<file path="config.mk">
export PLATFORM = sky130hd
export DESIGN_NAME = alu_rr_scheduler
export DESIGN_NICKNAME = d
export VERILOG_FILES = /design/src/rtl/alu_pkg.sv /design/src/rtl/alu.sv /design/src/rtl/rr_arbiter.sv /design/src/rtl/alu_rr_scheduler.sv
export SDC_FILE = /design/constraint.sdc
export NUM_CORES = 1
export LEC_CHECK = 0
export CORE_MARGIN = 4
export CORE_UTILIZATION = 50
export CTS_CLUSTER_DIAMETER = 30
export CTS_CLUSTER_SIZE = 12
export DETAILED_ROUTE_END_ITERATION = 7
export GPL_TIMING_DRIVEN = 0
export PLACE_DENSITY = 0.82
export SYNTH_ARGS = -nofsm -noshare
export SYNTH_HDL_FRONTEND = slang
export SYNTH_SLANG_ARGS = --single-unit
</file>
<file path="constraint.sdc">
create_clock -name clk -period 5.48 [get_ports clk]
set_input_delay 0.548 -clock clk [delete_from_list [all_inputs] [get_ports clk]]
set_output_delay 0.548 -clock clk [all_outputs]
set_load 0.02 [all_outputs]
</file>
<file path="src/rtl/alu_pkg.sv">
// Shared ALU operation codes and scheduler FSM encoding.
// Pure declarations, no latency and no handshake of its own.
// Imported by the ALU, the arbiter and the scheduler top.
package alu_pkg;

    localparam int OPW = 3;

    localparam logic [OPW-1:0] OP_ADD  = 3'b000;
    localparam logic [OPW-1:0] OP_SUB  = 3'b001;
    localparam logic [OPW-1:0] OP_MAX  = 3'b010;
    localparam logic [OPW-1:0] OP_MIN  = 3'b011;
    localparam logic [OPW-1:0] OP_AND  = 3'b100;
    localparam logic [OPW-1:0] OP_OR   = 3'b101;
    localparam logic [OPW-1:0] OP_XOR  = 3'b110;
    localparam logic [OPW-1:0] OP_PASS = 3'b111;

    typedef enum logic [1:0] {
        IDLE = 2'd0,
        EXEC = 2'd1,
        RESP = 2'd2
    } state_t;

endpackage

</file>
<file path="src/rtl/alu.sv">
// Shared signed ALU, nIO-bit two's complement operands and result.
// Purely combinational, zero cycles of latency.
// No handshake; the caller holds the operands stable while it samples Z/OV.
module alu
    import alu_pkg::*;
#(
    parameter int nIO = 8
) (
    input  logic [nIO-1:0] a,
    input  logic [nIO-1:0] b,
    input  logic [OPW-1:0] op,
    output logic [nIO-1:0] z,
    output logic           ov
);

    logic [nIO-1:0] sum;
    logic [nIO-1:0] dif;
    logic           a_lt_b;

    assign sum    = a + b;
    assign dif    = a - b;
    assign a_lt_b = $signed(a) < $signed(b);

    // OV is only meaningful for ADD/SUB; all other ops report no overflow.
    always_comb begin
        z  = '0;
        ov = 1'b0;
        case (op)
            OP_ADD: begin
                z  = sum;
                ov = (a[nIO-1] == b[nIO-1]) && (sum[nIO-1] != a[nIO-1]);
            end
            OP_SUB: begin
                z  = dif;
                ov = (a[nIO-1] != b[nIO-1]) && (dif[nIO-1] != a[nIO-1]);
            end
            OP_MAX:  z = a_lt_b ? b : a;
            OP_MIN:  z = a_lt_b ? a : b;
            OP_AND:  z = a & b;
            OP_OR:   z = a | b;
            OP_XOR:  z = a ^ b;
            OP_PASS: z = a;
            default: z = '0;
        endcase
    end

endmodule

</file>
<file path="src/rtl/rr_arbiter.sv">
// Round-robin priority search over req starting at ptr, wrapping modulo NREQ.
// Combinational, zero cycles of latency.
// gnt is one-hot or zero; the caller decides whether a grant is taken.
module rr_arbiter #(
    parameter int NREQ = 4,
    parameter int IDW  = 2
) (
    input  logic [NREQ-1:0] req,
    input  logic [IDW-1:0]  ptr,
    output logic [NREQ-1:0] gnt,
    output logic [IDW-1:0]  idx
);

    logic found;

    always_comb begin
        gnt   = '0;
        idx   = '0;
        found = 1'b0;
        for (int i = 0; i < NREQ; i++) begin
            if (!found && req[(int'(ptr) + i) % NREQ]) begin
                found = 1'b1;
                gnt[(int'(ptr) + i) % NREQ] = 1'b1;
                idx = IDW'((int'(ptr) + i) % NREQ);
            end
        end
    end

endmodule

</file>
<file path="src/rtl/alu_rr_scheduler.sv">
// Round-robin sharing of one ALU between NREQ requesters, one op in flight.
// Accept at edge N, registered result with rsp_valid after edge N+1.
// req_ready only in IDLE; the response holds until rsp_ready, stalling all requesters.
module alu_rr_scheduler
    import alu_pkg::*;
#(
    parameter int NREQ = 4,
    parameter int nIO  = 8,
    parameter int IDW  = 2
) (
    input  logic                clk,
    input  logic                rst_n,
    input  logic [NREQ-1:0]     req_valid,
    output logic [NREQ-1:0]     req_ready,
    input  logic [NREQ*nIO-1:0] req_a,
    input  logic [NREQ*nIO-1:0] req_b,
    input  logic [NREQ*OPW-1:0] req_op,
    output logic                rsp_valid,
    input  logic                rsp_ready,
    output logic [IDW-1:0]      rsp_id,
    output logic [nIO-1:0]      rsp_z,
    output logic                rsp_ov
);

    typedef struct packed {
        logic [nIO-1:0] a;
        logic [nIO-1:0] b;
        logic [OPW-1:0] op;
        logic [IDW-1:0] id;
    } job_t;

    state_t          state;
    state_t          state_nxt;
    logic [IDW-1:0]  rr_ptr;
    job_t            job;
    logic [NREQ-1:0] gnt;
    logic [IDW-1:0]  gidx;
    logic            accept;
    logic [nIO-1:0]  alu_z;
    logic            alu_ov;

    rr_arbiter #(
        .NREQ (NREQ),
        .IDW  (IDW)
    ) u_arb (
        .req (req_valid),
        .ptr (rr_ptr),
        .gnt (gnt),
        .idx (gidx)
    );

    alu #(
        .nIO (nIO)
    ) u_alu (
        .a  (job.a),
        .b  (job.b),
        .op (job.op),
        .z  (alu_z),
        .ov (alu_ov)
    );

    // Gated by rst_n so nothing is accepted while reset is held.
    assign req_ready = (rst_n && state == IDLE) ? gnt : '0;
    assign accept    = |req_ready;

    always_comb begin
        state_nxt = state;
        case (state)
            IDLE:    if (accept)    state_nxt = EXEC;
            EXEC:                   state_nxt = RESP;
            RESP:    if (rsp_ready) state_nxt = IDLE;
            default:                state_nxt = IDLE;
        endcase
    end

    always_ff @(posedge clk) begin
        if (!rst_n) begin
            state     <= IDLE;
            rr_ptr    <= '0;
            job       <= '0;
            rsp_valid <= 1'b0;
            rsp_id    <= '0;
            rsp_z     <= '0;
            rsp_ov    <= 1'b0;
        end else begin
            state <= state_nxt;
            if (accept) begin
                job.a  <= req_a[int'(gidx) * nIO +: nIO];
                job.b  <= req_b[int'(gidx) * nIO +: nIO];
                job.op <= req_op[int'(gidx) * OPW +: OPW];
                job.id <= gidx;
                rr_ptr <= (int'(gidx) == NREQ - 1) ? '0 : gidx + IDW'(1);
            end
            if (state == EXEC) begin
                rsp_z     <= alu_z;
                rsp_ov    <= alu_ov;
                rsp_id    <= job.id;
                rsp_valid <= 1'b1;
            end
            if (state == RESP && rsp_ready) begin
                rsp_valid <= 1'b0;
            end
        end
    end

endmodule

</file>
# ---- Yosys cells after proc, flatten, opt, wreduce, memory -nomap -nowiden
# Index checks and enable logic that the tools add are counted.
dict set report totals {
  register_bits 37
  latchBits 0
  ramBits 0
  romBits 0
  input_bits 83
  output_inout_bits 16
  memories 0
}
dict set report classes {
  addsub 6
  mul 1
  n_div 0
  n_lt_le_gt_ge 9
  n_eq_ne 16
  shift 3
  mux 39
  bitwise_logic 10
  n_reduce_logical 22
}
# op count
set op_table {}
lappend op_table {{$pmux 8 s8} 1}
lappend op_table {{$shiftx 32x6->8} 2}
lappend op_table {{$mux 4} 5}
lappend op_table {{$mux 8} 2}
lappend op_table {{$mux 1} 14}
lappend op_table {{$mux 2} 7}
lappend op_table {{$eq 3x3->1 const B} 4}
lappend op_table {{$lt 3x4->1 const B} 3}
lappend op_table {{$or 4x4->4} 3}
lappend op_table {{$shiftx 12x5->3} 1}
lappend op_table {{$logic_and 1x1->1} 11}
lappend op_table {{$ge 3x1->1 const B} 3}
lappend op_table {{$add 8x8->8} 1}
lappend op_table {{$and 8x8->8} 1}
lappend op_table {{$bmux 1 s2} 4}
lappend op_table {{$demux 1 s2} 4}
lappend op_table {{$lt 8x8->1} 1}
lappend op_table {{$or 8x8->8} 1}
lappend op_table {{$reduce_or 2->1} 4}
lappend op_table {{$sub 8x8->8} 1}
lappend op_table {{$xor 8x8->8} 1}
lappend op_table {{$eq 3x2->1 const B} 2}
lappend op_table {{$pmux 2 s3} 1}
lappend op_table {{$add 2x1->2 const B} 2}
lappend op_table {{other kinds (18)} 27}

# ---- Logic depth before layout (Yosys ltp)
# Gate-level depths: netlist of run 1.
dict set report depth {
  word_depth 18
  mapped_depth 13
  depth_no_buf 10
}

# ---- Modules after synthesis
# Synthesis of run 1 repeated with hierarchy kept, for this count alone.
dict set report unflattened {
  cells_unflattened 457
  area_unflattened_um2 3751.1
}
# module instances cells_per_inst area_per_inst_um2 seq_area_each_um2
set modules_own_cells {}
lappend modules_own_cells {alu_rr_scheduler 1 193 1815.5 740.7}
lappend modules_own_cells {alu 1 199 1446.4 0.0}
lappend modules_own_cells {rr_arbiter 1 65 489.2 0.0}

# ---- Least setup slack after synthesis of run 1
# No wires, ideal clock.
dict set report synth_path {
  path_type {register to register}
  from {reg rr_ptr[1]}
  to {reg job[10] (netlist name)}
  setup_time_ns 0.128
  arrival_ns 3.080
  slack_ns 2.272
  path_stages_with_launch 14
  path_buffers 4
  synth_period_minus_slack_ns 3.208
  path_cell_list {dfxtp_1 buf_2 inv_1 ha_1 buf_2 and3b_1 o21ai_1 o41ai_1 a311o_1 or4_1 buf_4 buf_6 mux2i_1 nor2_1}
}
dict set report synth_between {
  elab_chain_len 15
}
# item line_no
set synth_rtl {}
lappend synth_rtl {{start: declaration} alu_rr_scheduler.sv:34} ;# logic [IDW-1:0] rr_ptr;
lappend synth_rtl {{start signal: assignment} alu_rr_scheduler.sv:92} ;# rr_ptr <= (int'(gidx) == NREQ - 1) ? '0 : gidx + IDW'(1);
lappend synth_rtl {{$add 2x1->2} {rr_arbiter.sv:21, rr_arbiter.sv:23}}
lappend synth_rtl {{$reduce_or 2->1 (no line)} --}
lappend synth_rtl {{$and 1x1->1 (no line)} --}
lappend synth_rtl {{$lt 3x4->1 (implied by the code) / $ge 3x1->1 (equally long branches)} rr_arbiter.sv:23} ;# gnt[(int'(ptr) + i) % NREQ] = 1'b1;
lappend synth_rtl {{$logic_and 1x1->1 (implied by the code)} rr_arbiter.sv:23}
lappend synth_rtl {{$mux 1 (implied by the code)} rr_arbiter.sv:23}
lappend synth_rtl {{$demux 1 s2} --}
lappend synth_rtl {{$or 4x4->4 (no line)} --}
lappend synth_rtl {{$mux 4} rr_arbiter.sv:21} ;# if (!found && req[(int'(ptr) + i) % NREQ]) begin
lappend synth_rtl {{$or 4x4->4 (no line)} --}
lappend synth_rtl {{$mux 4} rr_arbiter.sv:21}
lappend synth_rtl {{$or 4x4->4 (no line)} --}
lappend synth_rtl {{$mux 4 *} rr_arbiter.sv:21}
lappend synth_rtl {{$mux 4 *} alu_rr_scheduler.sv:63} ;# assign req_ready = (rst_n && state == IDLE) ? gnt : '0;
lappend synth_rtl {{named net req_ready[2]} alu_rr_scheduler.sv:14} ;# output logic [NREQ-1:0] req_ready,
lappend synth_rtl {{$reduce_or 4->1 *} alu_rr_scheduler.sv:64} ;# assign accept = |req_ready;
# The timed path passes the listed nets; every way through them passes the cells marked *. The select of a mux whose other input is x is not followed.
# A chain may end at the register's enable or synchronous reset.

# ---- Final worst setup path of run 1
dict set report layout_path {
  from {reg rr_ptr[1]}
  to {out req_ready[0]}
}
dict set report layout_between {
  elab_chain_len 14
}
# item line_no
set layout_rtl {}
lappend layout_rtl {{$add 2x1->2} {rr_arbiter.sv:21, rr_arbiter.sv:23}}
lappend layout_rtl {{$reduce_or 2->1 (no line)} --}
lappend layout_rtl {{$and 1x1->1 (no line)} --}
lappend layout_rtl {{$lt 3x4->1 (implied by the code) / $ge 3x1->1 (equally long branches)} rr_arbiter.sv:23}
lappend layout_rtl {{$logic_and 1x1->1 (implied by the code)} rr_arbiter.sv:23}
lappend layout_rtl {{$mux 1 (implied by the code)} rr_arbiter.sv:23}
lappend layout_rtl {{$demux 1 s2} --}
lappend layout_rtl {{$or 4x4->4 (no line)} --}
lappend layout_rtl {{$mux 4} rr_arbiter.sv:21}
lappend layout_rtl {{$or 4x4->4 (no line)} --}
lappend layout_rtl {{$mux 4} rr_arbiter.sv:21}
lappend layout_rtl {{$or 4x4->4 (no line)} --}
lappend layout_rtl {{$mux 4 *} rr_arbiter.sv:21}
lappend layout_rtl {{$mux 4 *} alu_rr_scheduler.sv:63}
lappend layout_rtl {{end: declaration} alu_rr_scheduler.sv:14}
# Every way passes the cells marked *; elsewhere a longest branch is shown, timed or not. The select of a mux whose other input is x is not followed.

==> results of run 1 <==
-- critical path, cell delays in order, from the launching register on --
cell	delay, ns
dfxtp_1	0.42
buf_2	0.25
inv_1	0.14
ha_1	0.31
buf_2	0.20
nor2_1	0.11
a21oi_1	0.07
o41ai_1	1.01
a311o_1	0.34
clkdlybuf4s50_1	0.62
-- Yosys cell counts (all sizes together), types with 3 or more instances --
cell and instances:
a21oi 26, a31oi 7, nor2 37, dfxtp 37, mux4 7, nor3b 5
o21ai 11, nor2b 7, nand3 5, a221o 4, inv 32, a21o 4
o21bai 3, xnor2 9, o31ai 5, buf 18, clkbuf 17, a311o 3
xor2 3, nor3 8, and3 3, nand2 20, ha 31, mux2i 88
a211oi 6, and3b 4, nand3b 6
-- state kept, by name, indices dropped and copies added, names as in the netlist, named ones only --
| register | cells |
|---|---|
| rsp_id | 2 |
| rsp_z | 8 |
| job | 21 |
| rsp_ov | 1 |
| rsp_valid | 1 |
| state | 2 |
| rr_ptr | 1 |
-- layout make-up --
cell class                      count  area, um^2
Sequential cell                    37       740.7
Multi-Input combinational cell    340        2793
Clock inverter                      2       37.54
Buffer                             35       172.7
Timing Repair Buffer               97       970.9
Tap cell                           99       123.9
Inverter                           32       120.1
Clock buffer                        6       82.58
Fill cell                         591        2290
-- cells by family (layout without fill, tap and decap cells) --
family	after synthesis	after routing	synth area share, %
xor gates and xnor gates	12	12	2.943
muxes	97	97	27.73
adders and majority gates	33	33	11.18
DFF	37	37	19.36
buffers and inverters	67	172	7.652
and+or+nand+nor	106	106	14.09
AOI/OAI and AO/OA	92	92	17.04
-- per-layer routing --
| layer | track usage (%) | vias up | share of wire, % |
|---|---|---|---|
| met5 | 0 | - | 0 |
| met4 | 6.754 | 0 | 2.2 |
| met3 | 4.183 | 27 | 5.1 |
| met2 | 44.26 | 139 | 51 |
| met1 | 29.04 | 1774 | 42 |
| li1 | - | 1804 | - |
-- power by group through the flow --
stage	Combinational, mW	Sequential, mW	Clock [mW]
after CTS	2.47	0.505	0.261
after floorplan	1.89	0.500	0
final	2.51	0.506	0.258
after global routing	2.74	0.524	0.273
after detailed placement	2.45	0.511	0
after global placement	2.37	0.506	0
-- layout by cell type, fill, tap and decap left out, drive strengths merged, types with 9 or more instances in the layout --
cell            n
a21oi          26
buf            18
clkbuf         23
clkdlybuf4s50  97
dfxtp          37
ha             31
inv            32
mux2i          88
nand2          20
nor2           37
o21ai          11
xnor2           9
-- through the flow --
stage                     setup WS [ns]  util, %  area [um^2]  instances  hold slack (ns)
after global placement            1.600    67.13         4921        640           0.4461
after global routing             0.9449    68.77         5041        648           0.4895
after detailed placement          1.555    67.13         4921        640           0.4485
after CTS                         1.234    68.77         5041        648           0.4586
final                             1.181    68.77         5041        648           0.4567
after floorplan                   2.272        -         3826        444           0.4312
-- worst max path at each step --
stage / startpoint / end / slack [ns] / depth (start not counted)
3_5_place_dp: rr_ptr[1] / req_ready[0] / 1.56 / 9
5_1_grt: rr_ptr[1] / req_ready[0] / 0.94 / 9
6_report: rr_ptr[1] / req_ready[0] / 1.18 / 9
3_3_place_gp: rr_ptr[1] / req_ready[1] / 1.60 / 9
4_1_cts: rr_ptr[1] / req_ready[0] / 1.23 / 9
2_1_floorplan: rr_ptr[1] / job[10] / 2.27 / 13
==> impl.org, run 1 <==
** Cells and area
- Nets@finish :: 664
- Ratio of cells with drive above 1 in the final layout :: 7.468%
- The repair_antennas step left the layout with diodes totalling 0.
- From synthesis to final layout, the design area changed by 31.75%.

** Synthesis
- Share of the yosys chip area belonging to registers :: 19.36%
- Commonest register cell after synthesis :: dfxtp_1
- Cells after Synth :: 444
- Total nets after synthesis :: 560
- Post-Synthesis Cell Area :: 0.003826 mm^2
- Averaged over all synthesized cells, the footprint is 8.618 um^2.
- Number of unique standard cell types used by synthesis :: 61
- Counting flops with a built-in enable in the synthesized netlist gives 0.
- In the synthesized netlist the async set-or-reset flop fraction comes to 0%.
- Largest cells by area after synthesis :: mux2i_1 (23%), dfxtp_1 (19%), ha_1 (10%), mux4_2 (4.1%), nor2_1 (3.6%)
- Top cell type's share of synthesized area :: 23.02%
- Number of register bits inferred by synthesis :: 37
- Cell type contributing the most total cell area after synthesis :: mux2i_1
- Total number of yosys warnings :: 0

** Place
- At the end of routability-driven placement, the weighted congestion stood at 0.9406.
- After legalization and detailed placement, the total HPWL measured 8451 um.
- Count of buffers inserted at the top-level ports :: 97

** Detailed routing
- In the routed design, unresolved DRC markers number 0.
- Via/cell ratio :: 5.778
- The first TritonRoute pass finished after 4 iterations.
- The routed layout has 3744 vias.
- DRT antenna net count :: 0
- For this block, the routed nets add up to 10790 um of wire.
- Dividing the detail-routed wire length by the instance count gives 16.65 um.
- Number of DRC markers after the initial detailed-route iteration :: 226

** Worst setup path
- R2r endpoint :: job[17]
- For the worst setup path, the data arrival time is 3.75 ns.
- Element type at the critical path start :: flop
- The critical path in this run is classified as flop to output pin.
- WP data required :: 4.93 ns
- Worst R2R Setup Slack :: 1.70 ns
- Cells on worst reg2reg path :: 13
- STA classifies the critical path endpoint as an output pin.
- Of all nets on the critical path, the largest fanout is 10.
- In this run the critical register-to-register path is launched from rr_ptr[1].

** Timing
- The number of max-slew violations in the final report was 0.
- The worst path in the final design needs a cycle of 4.299 ns, including I/O delays and setup.
- In this run the tightest slew margin relative to its limit is 14.78%.
- Hold Fails Final Rpt :: 0
- Measured slew at the worst slew-check pin :: 1.262 ns
- Ratio of final minimum period to clock period :: 78.44%
- RSZ-0062 raised after global routing :: false
- Setup violations remaining at the end of the flow were counted as 0.
- Setup total negative slack on the finished layout was measured at 0 ns.
- Maximum operating frequency :: 0.2326 GHz
- Clock Skew :: 0.01457 ns

** Clock network
- After clock tree synthesis, the setup repair step added 0 buffers.
- The number of gates resized after CTS was 0.
- Clock buffer count from CTS :: 5
- CTS Buffer Depth :: 2
- Clock tree from TritonCTS :: yes
- Post-CTS clock slew at the launch and capture registers of the worst setup and hold paths :: 0.07 ns
- The clock tree synthesis step divided the H-tree into 2 levels.
- Counting every sink on the clock net gives 37.
- Latest clock arrival within the worst-skew pair :: 0.30 ns
- The tree is rooted in a clkbuf_8.
- Count of hold-fix buffers inserted at cts :: 0

** Power and ir drop
- Switching Share :: 48.96%
- The internal power of the cells totals 1.669 mW.
- The share of total power dissipated in sequential elements is 15.5%.
- Of the total power, combinational logic draws 76.6%.
- Net switching power :: 1.601 mW
- VDD IR max :: 0.2863 mV
- Leakage dissipation :: 2.111 nW
- The design draws 3.270 mW.
- Share of power burned in the clock network :: 7.9%
- Dividing total power by cell area gives a power density of 648.6 mW/mm^2.

** Global route
- Entering global routing, the biggest net connects 13 pins.
- Via count of the first global-routing pass :: 3797
- For this run the aggregate overflow at the end of global routing stands at 0.
- Initial antenna violation count :: 0
- Tot GR Track Use :: 24.25%
- The first global-routing pass estimated 17660 um of wire.

** Hold path
- Hold path depth :: 2
- The startpoint identified for the worst hold timing path is rsp_id[0].
- Hold endpoint :: rsp_id[0]
- Class of the tightest hold or removal check :: flop to flop

** Floorplan
- The core region is 0.007331 mm^2.
- Die outline height :: 95.48 um
- Top Ports :: 99
- The die covers 0.009115 mm^2.
- The die is 95.48 um wide.
- For this configuration, the core starts out at a cell density of 52.19%.
- Number of rows created at floorplan :: 31

** Status
- Outcome :: complete, no violations

** Job
- Number of max-capacitance violations reported :: 0
(Power assumes the default switching activity.)
==> inputs of run 2 (changes only) <==
Clock period 5.48 ns to 4.05 ns, I/O delays scaled along.
==> impl.org, run 2 (synthesized netlist as in run 1, its figures left out) <==
** Cells and area
- Syn-to-layout area delta :: 31.95%
- Fill cells in the final layout number 589.
- Most flops, register :: job
- In the final layout, the registers with the most flip-flops are job: 21 flops, rsp_z: 8 flops.
- The number of antenna diodes in the final layout is 0.
- Most common cell after layout, fill and taps aside :: clkdlybuf4s50_1
- The finished cells cover 0.005049 mm^2.
- Ratio of cells with drive above 1 in the final layout :: 7.650%
- In the layout the commonest cells are clkdlybuf4s50_1 (97), mux2i_1 (88), nor2_1 (37), dfxtp_1 (37), inv_1 (32).
- The register with the most flip-flops in the layout has 21 of them.
- The final layout contains 664 nets.

** Job
- The tool flagged a number of max-cap violations equal to 0.

** Clock network
- Max H-tree Level :: 2
- In this run the post-CTS setup repair buffer count came out at 0.
- Post-CTS clock slew at the launch and capture registers of the worst setup and hold paths :: 0.07 ns
- TritonCTS built the clock tree.
- Counting the buffers created by CTS gives 5.
- For the worst-skew pair, the clock arrives at the later sink with an insertion delay of 0.30 ns.
- Clock tree synthesis found a total of 37 sinks.
- The clock passes through at most 2 buffers.
- Clock Root Buffer :: clkbuf_8

** Power and ir drop
- VDD IR max :: 0.3833 mV
- Total Power :: 4.423 mW
- Leakage dissipation :: 2.116 nW
- Cell Pwr Density :: 876.1 mW/mm^2

** Global route
- Entering global routing, the biggest net connects 13 pins.
- Leftover overflow at the end of global routing :: 0
- Global routing used 24.43% of the available tracks.
- First-pass GRT wire length :: 17790 um
- The number of global-route vias before repair came to 3812.
- The initial antenna violation count came to 0.

** Worst setup path
- CP dominant cell by count :: buf_2
- For the worst setup path, the data arrival time is 3.40 ns.
- The worst setup path is of the flop to output pin kind.
- Worst R2R Setup Slack :: 0.42 ns
- The worst setup path is launched from a flop.
- The critical path contains buffers and inverters numbering 4 combined.
- In this design, the stage delay of the slowest critical-path cell is 0.65 ns.
- In this run the worst path has a maximum fanout of 10.
- List of cells traversed by the critical path :: buf_2 -> inv_1 -> ha_1 -> buf_2 -> nor2_1 -> a21oi_1 -> o41ai_2 -> a311o_1 -> clkdlybuf4s50_1
- Setup crit end kind :: output pin
- Grouping stages by cell kind, the critical path spends the most delay in buffers and inverters.
- STA puts the critical path data required time at 3.64 ns.
- The slowest stage of the critical path is the o41ai_2 cell.

** Floorplan
- The floorplan has 31 rows.
- For this configuration, the core starts out at a cell density of 52.19%.
- From left edge to right edge, the die measures 95.48 um.
- In this run the count of I/O pins placed on the die edge is 99.
- The die covers 0.009115 mm^2.
- The floorplan step set the die height to 95.48 um.
- After floorplanning, the core was sized to cover 0.007331 mm^2.

** Place
- Estimated wirelength of the detail-placed design :: 8451 um
- Total placed instance area :: 0.004921 mm^2
- Gpl congestion :: 0.9406
- Count of buffers inserted at the top-level ports :: 97

** Detailed routing
- DRT antenna net count :: 0
- Number of iterations in the first detailed-routing pass :: 5
- The final route contains 3797 vias.
- After detailed routing, the number of vias per cell comes to 5.860.
- DRC violations left :: 0
- Number of DRC markers after the initial detailed-route iteration :: 245
- In the final routed layout, each cell accounts on average for 16.71 um.
- Post-Route WL :: 10830 um

** Timing
- Maximum operating frequency :: 0.2630 GHz
- Setup violations remaining at the end of the flow were counted as 0.
- Shortest period the worst path allows :: 3.802 ns
- For the pin with the worst max-slew slack, the measured transition is 0.7959 ns.
- The number of max-slew violations in the final report came to 0.
- Of the available clock period, the critical path in the final layout requires 93.88%.
- Setup repair after global routing left no endpoint under its margin.
- On the final layout, the worst clock skew is 0.01207 ns.
- Total Negative Setup Slacks :: 0 ns
- Measured against its own limit, the worst slew margin works out to 46.36%.
- Hold is met by 0.4565 ns.
- Hold Fails Final Rpt :: 0

** Status
- Outcome :: complete, no violations

** Hold path
- Class of the tightest hold or removal check :: flop to flop
run 2: where the power goes:
part           total [mW]  internal (mW)  switching (mW)  leakage [nW]
Sequential          0.684          0.513           0.171         0.303
Clock               0.352          0.201           0.152        0.0574
Combinational        3.39           1.54            1.84          1.76
run 2: layer usage:
layer / up-vias / part of all wire [%] / track usage (%)
met3: 33 / 6.7 / 4.183
met5: - / 0 / 0
met4: 0 / 2.3 / 6.754
li1: 1804 / - / -
met1: 1789 / 40 / 29.18
met2: 171 / 51 / 44.72
run 2: repair_timing:
item,in CTS,in global routing
setup endpoints to repair,4,0
hold endpoints to repair,0,0
hold buffers,0,0
gates resized for setup,1,0
run 2: stage by stage:
stage          cells  utilization, %  worst slack (ns)
2_1_floorplan    444               -            0.8422
4_1_cts          648           68.87            0.3454
3_5_place_dp     640           67.13            0.2685
6_report         648           68.87            0.2477
5_1_grt          648           68.87           0.05463
3_3_place_gp     640           67.13            0.3128
run 2: final timing paths:
path              startpoint      endpoint  cells past startpoint
setup / recovery   rr_ptr[1]  req_ready[0]                      9
hold / removal     rsp_id[0]     rsp_id[0]                      2
setup reg to reg     job[15]      rsp_z[0]                     10
hold reg to reg    rsp_id[0]     rsp_id[0]                      2
run 2: tightest hold or removal path: cells and delay by family, from the launching register on:
| family | cells | cell delay [ns] |
|---|---|---|
| flops | 1 | 0.31 |
| compound gates | 1 | 0.05 |
| simple gates | 1 | 0.05 |
run 2: area by class of cell:
cell class / count / area, um^2 / share of cell area [%]
repair buffers: 97 / 970.9 / 19.23
clock inverters: 2 / 37.54 / 0.7435
multi-input cells: 340 / 2800 / 55.46
flip-flops and latches: 37 / 740.7 / 14.67
clock buffers: 6 / 82.58 / 1.636
inverters: 32 / 120.1 / 2.379
plain buffers: 35 / 172.7 / 3.420
well taps: 99 / 123.9 / 2.454
